**src/rtl/axi_ram_pkg.sv**
```systemverilog
// Shared definitions for the AXI RAM read/write interfaces: burst and response
// encodings, the read-side FSM state type and the WRAP address mask helper.
package axi_ram_pkg;

    localparam logic [1:0] BURST_FIXED = 2'b00;
    localparam logic [1:0] BURST_INCR  = 2'b01;
    localparam logic [1:0] BURST_WRAP  = 2'b10;
    localparam logic [1:0] RESP_OKAY   = 2'b00;

    typedef enum logic {
        ST_IDLE,
        ST_BURST
    } rd_state_t;

    // WRAP bursts are only legal for 2, 4, 8 or 16 beats; other lengths fall back to INCR.
    function automatic logic is_wrap_len(input logic [7:0] len);
        return (len == 8'd1) || (len == 8'd3) || (len == 8'd7) || (len == 8'd15);
    endfunction

    // Mask covering the low address bits that cycle within one wrap window.
    function automatic logic [31:0] wrap_mask(input logic [7:0] len, input logic [2:0] size);
        return (({24'd0, len} + 32'd1) << size) - 32'd1;
    endfunction

endpackage

```
**src/rtl/axi_ram_rd_if_if.sv**
```systemverilog
// Bundle of the AXI read slave port (AR/R) and the RAM read command/response port.
// The slave modport is the view of axi_ram_rd_if; master is the view of its environment.
interface axi_ram_rd_if_if #(
    parameter int DATA_WIDTH   = 32,
    parameter int ADDR_WIDTH   = 16,
    parameter int ID_WIDTH     = 8,
    parameter int ARUSER_WIDTH = 1,
    parameter int RUSER_WIDTH  = 1
);
    logic [ID_WIDTH-1:0]     s_axi_arid;
    logic [ADDR_WIDTH-1:0]   s_axi_araddr;
    logic [7:0]              s_axi_arlen;
    logic [2:0]              s_axi_arsize;
    logic [1:0]              s_axi_arburst;
    logic                    s_axi_arlock;
    logic [3:0]              s_axi_arcache;
    logic [2:0]              s_axi_arprot;
    logic [3:0]              s_axi_arqos;
    logic [3:0]              s_axi_arregion;
    logic [ARUSER_WIDTH-1:0] s_axi_aruser;
    logic                    s_axi_arvalid;
    logic                    s_axi_arready;

    logic [ID_WIDTH-1:0]     s_axi_rid;
    logic [DATA_WIDTH-1:0]   s_axi_rdata;
    logic [1:0]              s_axi_rresp;
    logic                    s_axi_rlast;
    logic [RUSER_WIDTH-1:0]  s_axi_ruser;
    logic                    s_axi_rvalid;
    logic                    s_axi_rready;

    logic [ID_WIDTH-1:0]     ram_rd_cmd_id;
    logic [ADDR_WIDTH-1:0]   ram_rd_cmd_addr;
    logic                    ram_rd_cmd_lock;
    logic [3:0]              ram_rd_cmd_cache;
    logic [2:0]              ram_rd_cmd_prot;
    logic [3:0]              ram_rd_cmd_qos;
    logic [3:0]              ram_rd_cmd_region;
    logic [ARUSER_WIDTH-1:0] ram_rd_cmd_auser;
    logic                    ram_rd_cmd_last;
    logic                    ram_rd_cmd_en;
    logic                    ram_rd_cmd_ready;

    logic [ID_WIDTH-1:0]     ram_rd_resp_id;
    logic [DATA_WIDTH-1:0]   ram_rd_resp_data;
    logic                    ram_rd_resp_last;
    logic [RUSER_WIDTH-1:0]  ram_rd_resp_user;
    logic                    ram_rd_resp_valid;
    logic                    ram_rd_resp_ready;

    modport slave (
        input  s_axi_arid, s_axi_araddr, s_axi_arlen, s_axi_arsize, s_axi_arburst,
               s_axi_arlock, s_axi_arcache, s_axi_arprot, s_axi_arqos, s_axi_arregion,
               s_axi_aruser, s_axi_arvalid,
        output s_axi_arready,
        output s_axi_rid, s_axi_rdata, s_axi_rresp, s_axi_rlast, s_axi_ruser, s_axi_rvalid,
        input  s_axi_rready,
        output ram_rd_cmd_id, ram_rd_cmd_addr, ram_rd_cmd_lock, ram_rd_cmd_cache,
               ram_rd_cmd_prot, ram_rd_cmd_qos, ram_rd_cmd_region, ram_rd_cmd_auser,
               ram_rd_cmd_last, ram_rd_cmd_en,
        input  ram_rd_cmd_ready,
        input  ram_rd_resp_id, ram_rd_resp_data, ram_rd_resp_last, ram_rd_resp_user,
               ram_rd_resp_valid,
        output ram_rd_resp_ready
    );

    modport master (
        output s_axi_arid, s_axi_araddr, s_axi_arlen, s_axi_arsize, s_axi_arburst,
               s_axi_arlock, s_axi_arcache, s_axi_arprot, s_axi_arqos, s_axi_arregion,
               s_axi_aruser, s_axi_arvalid,
        input  s_axi_arready,
        input  s_axi_rid, s_axi_rdata, s_axi_rresp, s_axi_rlast, s_axi_ruser, s_axi_rvalid,
        output s_axi_rready,
        input  ram_rd_cmd_id, ram_rd_cmd_addr, ram_rd_cmd_lock, ram_rd_cmd_cache,
               ram_rd_cmd_prot, ram_rd_cmd_qos, ram_rd_cmd_region, ram_rd_cmd_auser,
               ram_rd_cmd_last, ram_rd_cmd_en,
        output ram_rd_cmd_ready,
        output ram_rd_resp_id, ram_rd_resp_data, ram_rd_resp_last, ram_rd_resp_user,
               ram_rd_resp_valid,
        input  ram_rd_resp_ready
    );
endinterface

```
**src/rtl/axi_ram_rd_skid.sv**
```systemverilog
// Two-entry ready/valid skid buffer: an output register plus one overflow slot.
// in_ready depends only on flops (and reset), so it breaks the ready path.
module axi_ram_rd_skid #(
    parameter int WIDTH = 8
) (
    input  logic             clk,
    input  logic             rst,
    input  logic [WIDTH-1:0] in_data,
    input  logic             in_valid,
    output logic             in_ready,
    output logic [WIDTH-1:0] out_data,
    output logic             out_valid,
    input  logic             out_ready
);
    logic [WIDTH-1:0] out_data_p0;
    logic [WIDTH-1:0] skid_data_p0;
    logic             out_vld_p0;
    logic             skid_vld_p0;
    logic             push;
    logic             load;

    assign in_ready  = !skid_vld_p0 && !rst;
    assign push      = in_valid && in_ready;
    assign load      = !out_vld_p0 || out_ready;
    assign out_data  = out_data_p0;
    assign out_valid = out_vld_p0;

    always_ff @(posedge clk or posedge rst) begin
        if (rst) begin
            out_vld_p0  <= 1'b0;
            skid_vld_p0 <= 1'b0;
            out_data_p0 <= '0;
        end else if (skid_vld_p0) begin
            if (load) begin
                out_vld_p0  <= 1'b1;
                out_data_p0 <= skid_data_p0;
                skid_vld_p0 <= 1'b0;
            end
        end else if (push) begin
            if (load) begin
                out_vld_p0  <= 1'b1;
                out_data_p0 <= in_data;
            end else begin
                skid_vld_p0 <= 1'b1;
            end
        end else if (load) begin
            out_vld_p0 <= 1'b0;
        end
    end

    // Overflow slot only fills when the output register is stalled.
    always_ff @(posedge clk) begin
        if (push && !load) skid_data_p0 <= in_data;
    end

endmodule

```
**src/rtl/axi_ram_rd_if.sv**
```systemverilog
// AXI4 RAM read interface: expands AR bursts into one RAM read command per beat and
// returns RAM responses on the R channel through a 2-entry skid buffer.
module axi_ram_rd_if
    import axi_ram_pkg::*;
#(
    parameter int DATA_WIDTH    = 32,
    parameter int ADDR_WIDTH    = 16,
    parameter int STRB_WIDTH    = DATA_WIDTH / 8,
    parameter int ID_WIDTH      = 8,
    parameter bit ARUSER_ENABLE = 1'b0,
    parameter int ARUSER_WIDTH  = 1,
    parameter bit RUSER_ENABLE  = 1'b0,
    parameter int RUSER_WIDTH   = 1
) (
    input logic              clk,
    input logic              rst,
    axi_ram_rd_if_if.slave   bus
);
    localparam logic [2:0] SIZE_MAX = 3'($clog2(STRB_WIDTH));
    localparam int         SKID_W   = ID_WIDTH + DATA_WIDTH + 1 + RUSER_WIDTH;

    rd_state_t               state;
    logic                    arready_r;
    logic                    cmd_en_r;
    logic                    last_r;
    logic [7:0]              count;
    logic [7:0]              len_r;
    logic [2:0]              size_r;
    logic [1:0]              burst_r;
    logic [ADDR_WIDTH-1:0]   addr_r;
    logic [ADDR_WIDTH-1:0]   addr_next;
    logic [ADDR_WIDTH-1:0]   step;
    logic [ADDR_WIDTH-1:0]   mask;
    logic [ID_WIDTH-1:0]     id_r;
    logic                    lock_r;
    logic [3:0]              cache_r;
    logic [2:0]              prot_r;
    logic [3:0]              qos_r;
    logic [3:0]              region_r;
    logic [ARUSER_WIDTH-1:0] auser_r;
    logic [2:0]              size_clamped;
    logic                    ar_hs;
    logic                    cmd_hs;

    assign ar_hs        = bus.s_axi_arvalid && arready_r;
    assign cmd_hs       = cmd_en_r && bus.ram_rd_cmd_ready;
    assign size_clamped = (bus.s_axi_arsize > SIZE_MAX) ? SIZE_MAX : bus.s_axi_arsize;

    always_comb begin
        step      = ADDR_WIDTH'(1) << size_r;
        mask      = ADDR_WIDTH'(wrap_mask(len_r, size_r));
        addr_next = addr_r + step;
        case (burst_r)
            BURST_FIXED: addr_next = addr_r;
            BURST_WRAP:  if (is_wrap_len(len_r)) addr_next = (addr_r & ~mask) | ((addr_r + step) & mask);
            default:     addr_next = addr_r + step;
        endcase
    end

    always_ff @(posedge clk or posedge rst) begin
        if (rst) begin
            state     <= ST_IDLE;
            arready_r <= 1'b0;
            cmd_en_r  <= 1'b0;
            last_r    <= 1'b0;
            count     <= 8'd0;
        end else begin
            case (state)
                ST_IDLE: begin
                    if (ar_hs) begin
                        arready_r <= 1'b0;
                        cmd_en_r  <= 1'b1;
                        count     <= bus.s_axi_arlen;
                        last_r    <= (bus.s_axi_arlen == 8'd0);
                        state     <= ST_BURST;
                    end else begin
                        arready_r <= 1'b1;
                    end
                end
                ST_BURST: begin
                    if (cmd_hs) begin
                        if (last_r) begin
                            cmd_en_r  <= 1'b0;
                            arready_r <= 1'b1;
                            state     <= ST_IDLE;
                        end else begin
                            count  <= count - 8'd1;
                            last_r <= (count == 8'd1);
                        end
                    end
                end
            endcase
        end
    end

    // Burst attributes and the running beat address.
    always_ff @(posedge clk) begin
        if (ar_hs) begin
            addr_r   <= bus.s_axi_araddr;
            len_r    <= bus.s_axi_arlen;
            size_r   <= size_clamped;
            burst_r  <= bus.s_axi_arburst;
            id_r     <= bus.s_axi_arid;
            lock_r   <= bus.s_axi_arlock;
            cache_r  <= bus.s_axi_arcache;
            prot_r   <= bus.s_axi_arprot;
            qos_r    <= bus.s_axi_arqos;
            region_r <= bus.s_axi_arregion;
            auser_r  <= bus.s_axi_aruser;
        end else if (cmd_hs) begin
            addr_r <= addr_next;
        end
    end

    assign bus.s_axi_arready     = arready_r;
    assign bus.ram_rd_cmd_en     = cmd_en_r;
    assign bus.ram_rd_cmd_last   = last_r;
    assign bus.ram_rd_cmd_addr   = addr_r;
    assign bus.ram_rd_cmd_id     = id_r;
    assign bus.ram_rd_cmd_lock   = lock_r;
    assign bus.ram_rd_cmd_cache  = cache_r;
    assign bus.ram_rd_cmd_prot   = prot_r;
    assign bus.ram_rd_cmd_qos    = qos_r;
    assign bus.ram_rd_cmd_region = region_r;
    assign bus.ram_rd_cmd_auser  = ARUSER_ENABLE ? auser_r : '0;

    logic [RUSER_WIDTH-1:0] resp_user;
    logic [SKID_W-1:0]      skid_in;
    logic [SKID_W-1:0]      skid_out;

    assign resp_user = RUSER_ENABLE ? bus.ram_rd_resp_user : '0;
    assign skid_in   = {bus.ram_rd_resp_id, bus.ram_rd_resp_data, bus.ram_rd_resp_last, resp_user};

    axi_ram_rd_skid #(.WIDTH(SKID_W)) u_skid (
        .clk       (clk),
        .rst       (rst),
        .in_data   (skid_in),
        .in_valid  (bus.ram_rd_resp_valid),
        .in_ready  (bus.ram_rd_resp_ready),
        .out_data  (skid_out),
        .out_valid (bus.s_axi_rvalid),
        .out_ready (bus.s_axi_rready)
    );

    assign {bus.s_axi_rid, bus.s_axi_rdata, bus.s_axi_rlast, bus.s_axi_ruser} = skid_out;
    assign bus.s_axi_rresp = RESP_OKAY;

endmodule

```
**src/flat_wrapper.sv**
```systemverilog
// flat-port wrapper written by rule: the top's interface ports become plain ports
module axi_ram_rd_if_flat import axi_ram_pkg::*;
#(
    parameter int DATA_WIDTH    = 32,
    parameter int ADDR_WIDTH    = 16,
    parameter int STRB_WIDTH    = DATA_WIDTH / 8,
    parameter int ID_WIDTH      = 8,
    parameter bit ARUSER_ENABLE = 1'b0,
    parameter int ARUSER_WIDTH  = 1,
    parameter bit RUSER_ENABLE  = 1'b0,
    parameter int RUSER_WIDTH   = 1
)
  (clk, rst, bus_s_axi_arid, bus_s_axi_araddr, bus_s_axi_arlen, bus_s_axi_arsize, bus_s_axi_arburst, bus_s_axi_arlock, bus_s_axi_arcache, bus_s_axi_arprot, bus_s_axi_arqos, bus_s_axi_arregion, bus_s_axi_aruser, bus_s_axi_arvalid, bus_s_axi_arready, bus_s_axi_rid, bus_s_axi_rdata, bus_s_axi_rresp, bus_s_axi_rlast, bus_s_axi_ruser, bus_s_axi_rvalid, bus_s_axi_rready, bus_ram_rd_cmd_id, bus_ram_rd_cmd_addr, bus_ram_rd_cmd_lock, bus_ram_rd_cmd_cache, bus_ram_rd_cmd_prot, bus_ram_rd_cmd_qos, bus_ram_rd_cmd_region, bus_ram_rd_cmd_auser, bus_ram_rd_cmd_last, bus_ram_rd_cmd_en, bus_ram_rd_cmd_ready, bus_ram_rd_resp_id, bus_ram_rd_resp_data, bus_ram_rd_resp_last, bus_ram_rd_resp_user, bus_ram_rd_resp_valid, bus_ram_rd_resp_ready);
  axi_ram_rd_if_if #(.DATA_WIDTH(DATA_WIDTH), .ADDR_WIDTH(ADDR_WIDTH), .ID_WIDTH(ID_WIDTH), .ARUSER_WIDTH(ARUSER_WIDTH), .RUSER_WIDTH(RUSER_WIDTH)) bus_i ();
  input logic clk;
  input logic rst;
  input wire logic [$bits(bus_i.s_axi_arid)-1:0] bus_s_axi_arid;
  input wire logic [$bits(bus_i.s_axi_araddr)-1:0] bus_s_axi_araddr;
  input wire logic [$bits(bus_i.s_axi_arlen)-1:0] bus_s_axi_arlen;
  input wire logic [$bits(bus_i.s_axi_arsize)-1:0] bus_s_axi_arsize;
  input wire logic [$bits(bus_i.s_axi_arburst)-1:0] bus_s_axi_arburst;
  input wire logic [$bits(bus_i.s_axi_arlock)-1:0] bus_s_axi_arlock;
  input wire logic [$bits(bus_i.s_axi_arcache)-1:0] bus_s_axi_arcache;
  input wire logic [$bits(bus_i.s_axi_arprot)-1:0] bus_s_axi_arprot;
  input wire logic [$bits(bus_i.s_axi_arqos)-1:0] bus_s_axi_arqos;
  input wire logic [$bits(bus_i.s_axi_arregion)-1:0] bus_s_axi_arregion;
  input wire logic [$bits(bus_i.s_axi_aruser)-1:0] bus_s_axi_aruser;
  input wire logic [$bits(bus_i.s_axi_arvalid)-1:0] bus_s_axi_arvalid;
  output wire logic [$bits(bus_i.s_axi_arready)-1:0] bus_s_axi_arready;
  output wire logic [$bits(bus_i.s_axi_rid)-1:0] bus_s_axi_rid;
  output wire logic [$bits(bus_i.s_axi_rdata)-1:0] bus_s_axi_rdata;
  output wire logic [$bits(bus_i.s_axi_rresp)-1:0] bus_s_axi_rresp;
  output wire logic [$bits(bus_i.s_axi_rlast)-1:0] bus_s_axi_rlast;
  output wire logic [$bits(bus_i.s_axi_ruser)-1:0] bus_s_axi_ruser;
  output wire logic [$bits(bus_i.s_axi_rvalid)-1:0] bus_s_axi_rvalid;
  input wire logic [$bits(bus_i.s_axi_rready)-1:0] bus_s_axi_rready;
  output wire logic [$bits(bus_i.ram_rd_cmd_id)-1:0] bus_ram_rd_cmd_id;
  output wire logic [$bits(bus_i.ram_rd_cmd_addr)-1:0] bus_ram_rd_cmd_addr;
  output wire logic [$bits(bus_i.ram_rd_cmd_lock)-1:0] bus_ram_rd_cmd_lock;
  output wire logic [$bits(bus_i.ram_rd_cmd_cache)-1:0] bus_ram_rd_cmd_cache;
  output wire logic [$bits(bus_i.ram_rd_cmd_prot)-1:0] bus_ram_rd_cmd_prot;
  output wire logic [$bits(bus_i.ram_rd_cmd_qos)-1:0] bus_ram_rd_cmd_qos;
  output wire logic [$bits(bus_i.ram_rd_cmd_region)-1:0] bus_ram_rd_cmd_region;
  output wire logic [$bits(bus_i.ram_rd_cmd_auser)-1:0] bus_ram_rd_cmd_auser;
  output wire logic [$bits(bus_i.ram_rd_cmd_last)-1:0] bus_ram_rd_cmd_last;
  output wire logic [$bits(bus_i.ram_rd_cmd_en)-1:0] bus_ram_rd_cmd_en;
  input wire logic [$bits(bus_i.ram_rd_cmd_ready)-1:0] bus_ram_rd_cmd_ready;
  input wire logic [$bits(bus_i.ram_rd_resp_id)-1:0] bus_ram_rd_resp_id;
  input wire logic [$bits(bus_i.ram_rd_resp_data)-1:0] bus_ram_rd_resp_data;
  input wire logic [$bits(bus_i.ram_rd_resp_last)-1:0] bus_ram_rd_resp_last;
  input wire logic [$bits(bus_i.ram_rd_resp_user)-1:0] bus_ram_rd_resp_user;
  input wire logic [$bits(bus_i.ram_rd_resp_valid)-1:0] bus_ram_rd_resp_valid;
  output wire logic [$bits(bus_i.ram_rd_resp_ready)-1:0] bus_ram_rd_resp_ready;
  assign bus_i.s_axi_arid = bus_s_axi_arid;
  assign bus_i.s_axi_araddr = bus_s_axi_araddr;
  assign bus_i.s_axi_arlen = bus_s_axi_arlen;
  assign bus_i.s_axi_arsize = bus_s_axi_arsize;
  assign bus_i.s_axi_arburst = bus_s_axi_arburst;
  assign bus_i.s_axi_arlock = bus_s_axi_arlock;
  assign bus_i.s_axi_arcache = bus_s_axi_arcache;
  assign bus_i.s_axi_arprot = bus_s_axi_arprot;
  assign bus_i.s_axi_arqos = bus_s_axi_arqos;
  assign bus_i.s_axi_arregion = bus_s_axi_arregion;
  assign bus_i.s_axi_aruser = bus_s_axi_aruser;
  assign bus_i.s_axi_arvalid = bus_s_axi_arvalid;
  assign bus_s_axi_arready = bus_i.s_axi_arready;
  assign bus_s_axi_rid = bus_i.s_axi_rid;
  assign bus_s_axi_rdata = bus_i.s_axi_rdata;
  assign bus_s_axi_rresp = bus_i.s_axi_rresp;
  assign bus_s_axi_rlast = bus_i.s_axi_rlast;
  assign bus_s_axi_ruser = bus_i.s_axi_ruser;
  assign bus_s_axi_rvalid = bus_i.s_axi_rvalid;
  assign bus_i.s_axi_rready = bus_s_axi_rready;
  assign bus_ram_rd_cmd_id = bus_i.ram_rd_cmd_id;
  assign bus_ram_rd_cmd_addr = bus_i.ram_rd_cmd_addr;
  assign bus_ram_rd_cmd_lock = bus_i.ram_rd_cmd_lock;
  assign bus_ram_rd_cmd_cache = bus_i.ram_rd_cmd_cache;
  assign bus_ram_rd_cmd_prot = bus_i.ram_rd_cmd_prot;
  assign bus_ram_rd_cmd_qos = bus_i.ram_rd_cmd_qos;
  assign bus_ram_rd_cmd_region = bus_i.ram_rd_cmd_region;
  assign bus_ram_rd_cmd_auser = bus_i.ram_rd_cmd_auser;
  assign bus_ram_rd_cmd_last = bus_i.ram_rd_cmd_last;
  assign bus_ram_rd_cmd_en = bus_i.ram_rd_cmd_en;
  assign bus_i.ram_rd_cmd_ready = bus_ram_rd_cmd_ready;
  assign bus_i.ram_rd_resp_id = bus_ram_rd_resp_id;
  assign bus_i.ram_rd_resp_data = bus_ram_rd_resp_data;
  assign bus_i.ram_rd_resp_last = bus_ram_rd_resp_last;
  assign bus_i.ram_rd_resp_user = bus_ram_rd_resp_user;
  assign bus_i.ram_rd_resp_valid = bus_ram_rd_resp_valid;
  assign bus_ram_rd_resp_ready = bus_i.ram_rd_resp_ready;
  axi_ram_rd_if #(.DATA_WIDTH(DATA_WIDTH), .ADDR_WIDTH(ADDR_WIDTH), .STRB_WIDTH(STRB_WIDTH), .ID_WIDTH(ID_WIDTH), .ARUSER_ENABLE(ARUSER_ENABLE), .ARUSER_WIDTH(ARUSER_WIDTH), .RUSER_ENABLE(RUSER_ENABLE), .RUSER_WIDTH(RUSER_WIDTH)) u_core (.clk(clk), .rst(rst), .bus(bus_i));
endmodule
```
**config.mk**
```make
export PLATFORM = sky130hd
export DESIGN_NAME = axi_ram_rd_if_flat
export DESIGN_NICKNAME = d
export VERILOG_FILES = /design/src/rtl/axi_ram_pkg.sv /design/src/rtl/axi_ram_rd_if_if.sv /design/src/rtl/axi_ram_rd_skid.sv /design/src/rtl/axi_ram_rd_if.sv /design/src/flat_wrapper.sv
export SDC_FILE = /design/constraint.sdc
export NUM_CORES = 1
export LEC_CHECK = 0
export CORE_MARGIN = 2
export CORE_UTILIZATION = 45
export CTS_CLUSTER_SIZE = 16
export DETAILED_ROUTE_END_ITERATION = 6
export PLACE_DENSITY = 0.83
export SLEW_MARGIN = 20
export SYNTH_ARGS = -nofsm -noshare
export SYNTH_HDL_FRONTEND = slang
export SYNTH_SLANG_ARGS = --single-unit
```
**constraint.sdc**
```tcl
create_clock -name clk -period 5.8 [get_ports clk]
set_input_delay 0.58 -clock clk [delete_from_list [all_inputs] [get_ports clk]]
set_output_delay 0.58 -clock clk [all_outputs]
set_load 0.005 [all_outputs]
```
==> flow_summary.yaml, run 1 <==
min_path:
  hold_depth: 2
  hold_class: "flop to flop"
cells_and_area:
  instances_no_fill: 1089
  n_fill_cell: 1307
  nets: 972
  drive_gt1_frac: 0.0852
  syn2layout_area_growth_pct: 35.5
  diodes: 0
clocking:
  cts_buffer_depth: 2
  cts_tree: "yes"
  root_buffer: "clkbuf_16"
  post_cts_resized: 0
  cts_made_buffers: 17
  clk_latency_ns: 0.43
  cts.clk_slew.worst_paths_ns: 0.07
  cts_sinks: 149
  cts_max_level: 4
  cts-hold-fix-buffers: 0
  cts_setup_buffers: 0
setup_path:
  ff2ff_setup_slack_ns: 2.20
  end_kind: "flop"
  crit_start: "u_core.len_r[0]"
  arrival_ns: 3.76
  startpoint_type: "flop"
  rr_startpoint: "u_core.len_r[0]"
  r2r_cells: 10
  cp_max_fo: 13
  worst-setup-path-type: "flop to flop"
  cp.required_ns: 5.96
power:
  power_leakage_nw: 3.79
  finalPower_mw: 2.65
  peakVddDrop_uv: 205
  powerDensity_nw_per_um2: 262
detailed_routing:
  route.detailed.drc: 0
  ant_nets: 0
  wl_um: 17600
  route.vias.total: 5865
  wire_per_inst_um: 16.1
  drtIter0Drc: 442
  drt-pass1-iter-count: 5
  drt-vias-per-instance: 5.39
floorplan:
  io_pins: 192
  die_y_um: 133
  die_area_um2: 17600
  row_count: 47
  start_util: 0.454
  core_um2: 16400
  die_w_um: 133
timing:
  period_share: 0.621
  finClkSkew_ns: 0.00922
  hold_violations: 0
  slew_headroom: 0.450
  setup_viol: 0
  fin_hold_ws_ns: 0.477
  rsz0062_at_grt: "no"
  tns_ns: 0
  max_freq_mhz: 278
  slew_viol_final: 0
  min_period_ns: 3.60
  worst_slew_pin_slew_ns: 0.821
place:
  io_buffers: 185
  dp_hpwl_um: 12600
  place_congestion: 0.906
  place_inst: 1057
global_routing:
  grt_antenna_before_repair: 0
  grt_pass1_vias: 5644
  grt_max_degree: 56
  grt_pass1_wl_um: 28600
  gr-total-overflow: 0
  track_usage: 0.204
logic_synthesis:
  synth_async_sr_flop_share: 0.369
  synth_flop_cell: "edfxtp_1"
  synth_seq_area_share: 0.563
  ys_seq_elements: 149
  synthCells: 676
  synth_warnings: 0
  synth_cell_type_count: 78
  synth-edff-count: 94
  synth_area_per_cell_um2: 11.0
  synth_area_um2: 7450
run_status:
  outcome: "completed"
job:
  maxCapViolCount: 0
==> per-layer routing <==
metal | track usage | share of wire | up-vias
met5 | 0 | 0 | -
met4 | 0.0442 | 0.0064 | 0
met3 | 0.0889 | 0.10 | 10
met2 | 0.341 | 0.49 | 238
met1 | 0.244 | 0.40 | 2783
li1 | - | - | 2834
==> layout by cell type, fill, tap and decap left out, types with 3 or more instances in the layout <==
cell,n
clkdlybuf4s50_1,185
nor2_1,47
a31oi_1,10
o22ai_1,6
edfxtp_1,94
a21oi_1,37
or2_2,5
conb_1,5
xor2_1,5
inv_1,23
nor2b_1,6
mux2i_1,46
inv_6,3
nand2b_1,6
nand2_1,88
a21o_1,5
o31ai_1,5
buf_4,9
nand4_1,6
or4_1,4
dfrtp_1,54
and3_1,3
nor3_1,6
o221ai_1,3
clkbuf_16,17
ha_1,13
nand3_1,11
o21ai_0,68
o211ai_1,3
nor4_1,8
inv_8,7
xnor2_1,20
==> stage by stage <==
| step | util | area (um2) | setup WS, ns |
|---|---|---|---|
| floorplan | - | 7470 | 0.0300 |
| global placement | 0.579 | 9510 | 2.29 |
| detailed placement | 0.579 | 9510 | 2.24 |
| CTS | 0.616 | 10100 | 2.21 |
| global route | 0.616 | 10100 | 1.95 |
| finish | 0.616 | 10100 | 2.20 |
==> cell type report <==
class | count | area, um2 | share of cell area
well taps | 220 | 275 | 0.0273
clock buffers | 18 | 439 | 0.0435
repair buffers | 194 | 1920 | 0.190
inverters | 25 | 93.8 | 0.00929
multi-input cells | 469 | 3020 | 0.299
flip-flops and latches | 149 | 4200 | 0.416
clock inverters | 14 | 154 | 0.0152
==> cell families after synthesis <==
group,count (synthesis),synth area share
multiplexers,47,0.0633
buffers and inverters,62,0.0361
other,1,0.000503
adder cells (fa/ha/maj),14,0.0245
AND/OR/NAND/NOR,205,0.132
flip-flops,149,0.563
XOR/XNOR,27,0.0353
AO/OA/AOI/OAI,171,0.145
==> synthesized netlist by cell type (6+ instances only) <==
master	instances	area share
inv_1	24	0.012
a21oi_1	37	0.025
ha_1	13	0.022
clkbuf_1	24	0.012
nand3_1	11	0.0074
edfxtp_1	94	0.38
nor4_1	8	0.0067
a31oi_1	10	0.0084
nand4_1	6	0.0050
nor3_1	6	0.0040
o21ai_0	68	0.046
nor2_1	47	0.024
nand2_1	88	0.044
nand2b_1	6	0.0050
o22ai_1	6	0.0050
dfrtp_1	55	0.18
nor2b_1	6	0.0050
mux2i_1	46	0.062
xnor2_1	20	0.024
==> where the power goes <==
| part | internal, mW | total [mW] | switching [mW] |
|---|---|---|---|
| registers | 1.20 | 1.24 | 0.0375 |
| clock network | 0.591 | 1.10 | 0.505 |
| logic | 0.196 | 0.316 | 0.120 |
| total | 1.98 | 2.65 | 0.662 |
==> critical path: stages, from the launching register on <==
cell,delay [ns]
edfxtp_1,0.65
ha_1,0.42
nand3_4,0.17
or2_4,0.31
xnor2_1,0.13
o221ai_1,0.35
nand2b_1,0.24
nand4b_2,0.19
or4_1,0.54
a31oi_1,0.24
o31ai_1,0.10
==> worst min path at each step <==
stage | startpoint | end
floorplan | u_core.u_skid.out_data[10] | u_core.u_skid.out_data[10]
global placement | u_core.u_skid.out_data[21] | u_core.u_skid.out_data[21]
detailed placement | u_core.u_skid.out_data[22] | u_core.u_skid.out_data[22]
CTS | u_core.u_skid.out_data[8] | u_core.u_skid.out_data[8]
global route | u_core.u_skid.out_data[22] | u_core.u_skid.out_data[22]
finish | u_core.u_skid.out_data[1] | u_core.u_skid.out_data[1]
Note: power is estimated with default switching activity, not from simulation.
==> run 2: changes to the inputs <==
--- a/config.mk
+++ b/config.mk
@@ -6,10 +6,10 @@
 export NUM_CORES = 1
 export LEC_CHECK = 0
 export CORE_MARGIN = 2
-export CORE_UTILIZATION = 45
+export CORE_UTILIZATION = 49
 export CTS_CLUSTER_SIZE = 16
 export DETAILED_ROUTE_END_ITERATION = 6
-export PLACE_DENSITY = 0.83
+export PLACE_DENSITY = 0.86
 export SLEW_MARGIN = 20
 export SYNTH_ARGS = -nofsm -noshare
 export SYNTH_HDL_FRONTEND = slang
==> constraint.sdc (replaced) <==
create_clock -name clk -period 3.7 [get_ports clk]
set_input_delay 0.37 -clock clk [delete_from_list [all_inputs] [get_ports clk]]
set_output_delay 0.37 -clock clk [all_outputs]
set_load 0.005 [all_outputs]
==> run 2 against run 1 <==
Compared with the run above:
- first-iteration DRC count is 11% lower
- clock power is 74% higher
- maximum frequency increased by 7.0%
- clock-buffer cell count decreased by 1
- highest routed layer unchanged
- critical path type unchanged
- flip-flop and latch count did not move
- largest cell class unchanged
==> flow_summary.yaml, run 2 (same netlist as run 1, synthesis figures left out) <==
cells_and_area:
  layout_common_cells: "clkdlybuf4s50_1, edfxtp_1, nand2_1, o21ai_0, dfrtp_1"
  diodes: 0
  nets: 982
  drive_gt1_frac: 0.0944
  final_common_cell: "clkdlybuf4s50_1"
  syn2layout_area_growth_pct: 36.9
global_routing:
  gr-total-overflow: 0
  track_usage: 0.230
  grt_max_degree: 43
  grt_pass1_wl_um: 29200
  grt_pass1_vias: 5869
  grt_antenna_before_repair: 0
floorplan:
  io_pins: 192
  core_um2: 15000
  start_util: 0.496
  die_area_um2: 16200
  die_y_um: 127
  die_w_um: 127
  row_count: 45
timing:
  tns_ns: 0
  setup_viol: 0
  slew_viol_final: 0
  slew_headroom: 0.385
  worst_slack_ns: 0.336
  hold_violations: 0
  min_period_ns: 3.36
  worst_slew_pin_slew_ns: 0.921
  max_freq_mhz: 297
  period_share: 0.909
  rsz0062_at_grt: "no"
  finClkSkew_ns: 0.00742
detailed_routing:
  wire_per_inst_um: 17.2
  drt-vias-per-instance: 5.57
  drtIter0Drc: 394
  route.vias.total: 5944
  route.detailed.drc: 0
  drt-pass1-iter-count: 5
  ant_nets: 0
  wl_um: 18300
setup_path:
  cp.required_ns: 3.87
  cp_slowest_cell: "edfxtp_1"
  crit_buf_inv: 2
  arrival_ns: 3.53
  path_delay_family: "compound AO/OA/AOI/OAI gates"
  worstPathCellList: "inv_1 -> nand3_1 -> inv_1 -> ha_1 -> a21o_1 -> a21oi_1 -> o21ai_0 -> a21oi_1 -> o21ai_0 -> a41oi_1 -> nor2_1 -> xnor2_1 -> o31ai_1"
  slowest_delay_ns: 0.66
  worst-setup-path-type: "flop to flop"
  startpoint_type: "flop"
  end_kind: "flop"
  cp_max_fo: 15
power:
  internal-power_mw: 3.39
  pwr-share-seq: 0.447
  p_sw_frac: 0.221
  peakVddDrop_uv: 400
  p_switching_mw: 0.965
  p_comb_frac: 0.115
  clkPwrFrac: 0.439
  powerDensity_nw_per_um2: 427
  power_leakage_nw: 3.87
place:
  dp_hpwl_um: 12900
  io_buffers: 185
  place_congestion: 0.890
  post-place-ws_ns: 0.388
clocking:
  cts.clk_slew.worst_paths_ns: 0.06
  clk_latency_ns: 0.42
  cts_setup_buffers: 0
  post_cts_resized: 0
  root_buffer: "clkbuf_16"
  cts_buffer_depth: 2
  cts_tree: "yes"
  cts_sinks: 149
  cts_made_buffers: 17
  cts-hold-fix-buffers: 0
  cts_max_level: 4
job:
  maxCapViolCount: 0
min_path:
  hold_class: "flop to flop"
run_status:
  outcome: "completed"
==> run 2: cell count changes in the layout (fill, tap and decap cells not counted), moves of 2 or more <==
| cell | before | now |
|---|---|---|
| clkinv_8 | 2 | 0 |
| bufinv_16 | 0 | 5 |
| inv_8 | 7 | 1 |
| clkinv_2 | 0 | 2 |
| buf_4 | 9 | 19 |
| clkinv_4 | 1 | 4 |
==> run 2: layout make-up <==
class                           count  area [um2]
Inverter                           25        93.8
Fill cell                        1095        4830
Multi-Input combinational cell    469        3030
Sequential cell                   149        4200
Tap cell                          188         235
Clock buffer                       17         425
Timing Repair Buffer              204        1990
Clock inverter                     15         228
==> run 2: power by group through the flow <==
stage | sequential (mW) | combinational (mW) | clock, mW
after floorplan | 1.97 | 0.131 | 0
after global placement | 1.97 | 0.482 | 0
after detailed placement | 1.97 | 0.502 | 0
after CTS | 1.95 | 0.507 | 1.94
after global routing | 1.96 | 0.548 | 2.02
final | 1.95 | 0.500 | 1.91
==> run 2: worst min-delay path: cells and delay by family, from the launching register on <==
kind | cells | cell delay [ns]
simple gates | 1 | 0.04
compound gates | 1 | 0.06
flops | 1 | 0.34
==> run 2: metal layers <==
| layer | wire length (um) | GRT usage | up-vias |
|---|---|---|---|
| li1 | - | - | 2846 |
| met5 | 0 | 0 | - |
| met2 | 8900 | 0.387 | 267 |
| met4 | 372 | 0.0776 | 0 |
| met3 | 1910 | 0.0992 | 33 |
| met1 | 7120 | 0.264 | 2798 |
==> run 2: stage by stage <==
step | hold WS (ns) | utilization | instance area [um2] | cells | power, mW
3_3_place_gp | 0.459 | 0.635 | 9550 | 1035 | 2.45
3_5_place_dp | 0.469 | 0.635 | 9550 | 1035 | 2.47
5_1_grt | 0.485 | 0.679 | 10200 | 1067 | 4.52
2_1_floorplan | 0.469 | - | 7480 | 680 | 2.10
6_report | 0.476 | 0.679 | 10200 | 1067 | 4.36
4_1_cts | 0.483 | 0.679 | 10200 | 1067 | 4.39
==> run 2: final timing paths <==
kind | from | depth (start not counted) | endpoint | slack, ns
max | u_core.size_r[1] | 13 | flop | 0.34
min | u_core.u_skid.out_data[26] | 2 | u_core.u_skid.out_data[26] | 0.48
max reg2reg | u_core.size_r[1] | 13 | flop | 0.34
min reg2reg | u_core.u_skid.out_data[26] | 2 | u_core.u_skid.out_data[26] | 0.48
max in group asynchronous | rst | 3 | u_core.u_skid.out_data[22] | 2.42
min in group asynchronous | rst | 2 | u_core.u_skid.out_data[18] | 0.60
==> run 3: changes to the inputs <==
--- a/config.mk
+++ b/config.mk
@@ -9,6 +9,7 @@
 export CORE_UTILIZATION = 49
 export CTS_CLUSTER_SIZE = 16
 export DETAILED_ROUTE_END_ITERATION = 6
+export HOLD_SLACK_MARGIN = 0.06
 export PLACE_DENSITY = 0.86
 export SLEW_MARGIN = 20
 export SYNTH_ARGS = -nofsm -noshare
==> results of run 3 <==
No change in the layout: final DEF, timing and power equal those of run 2.
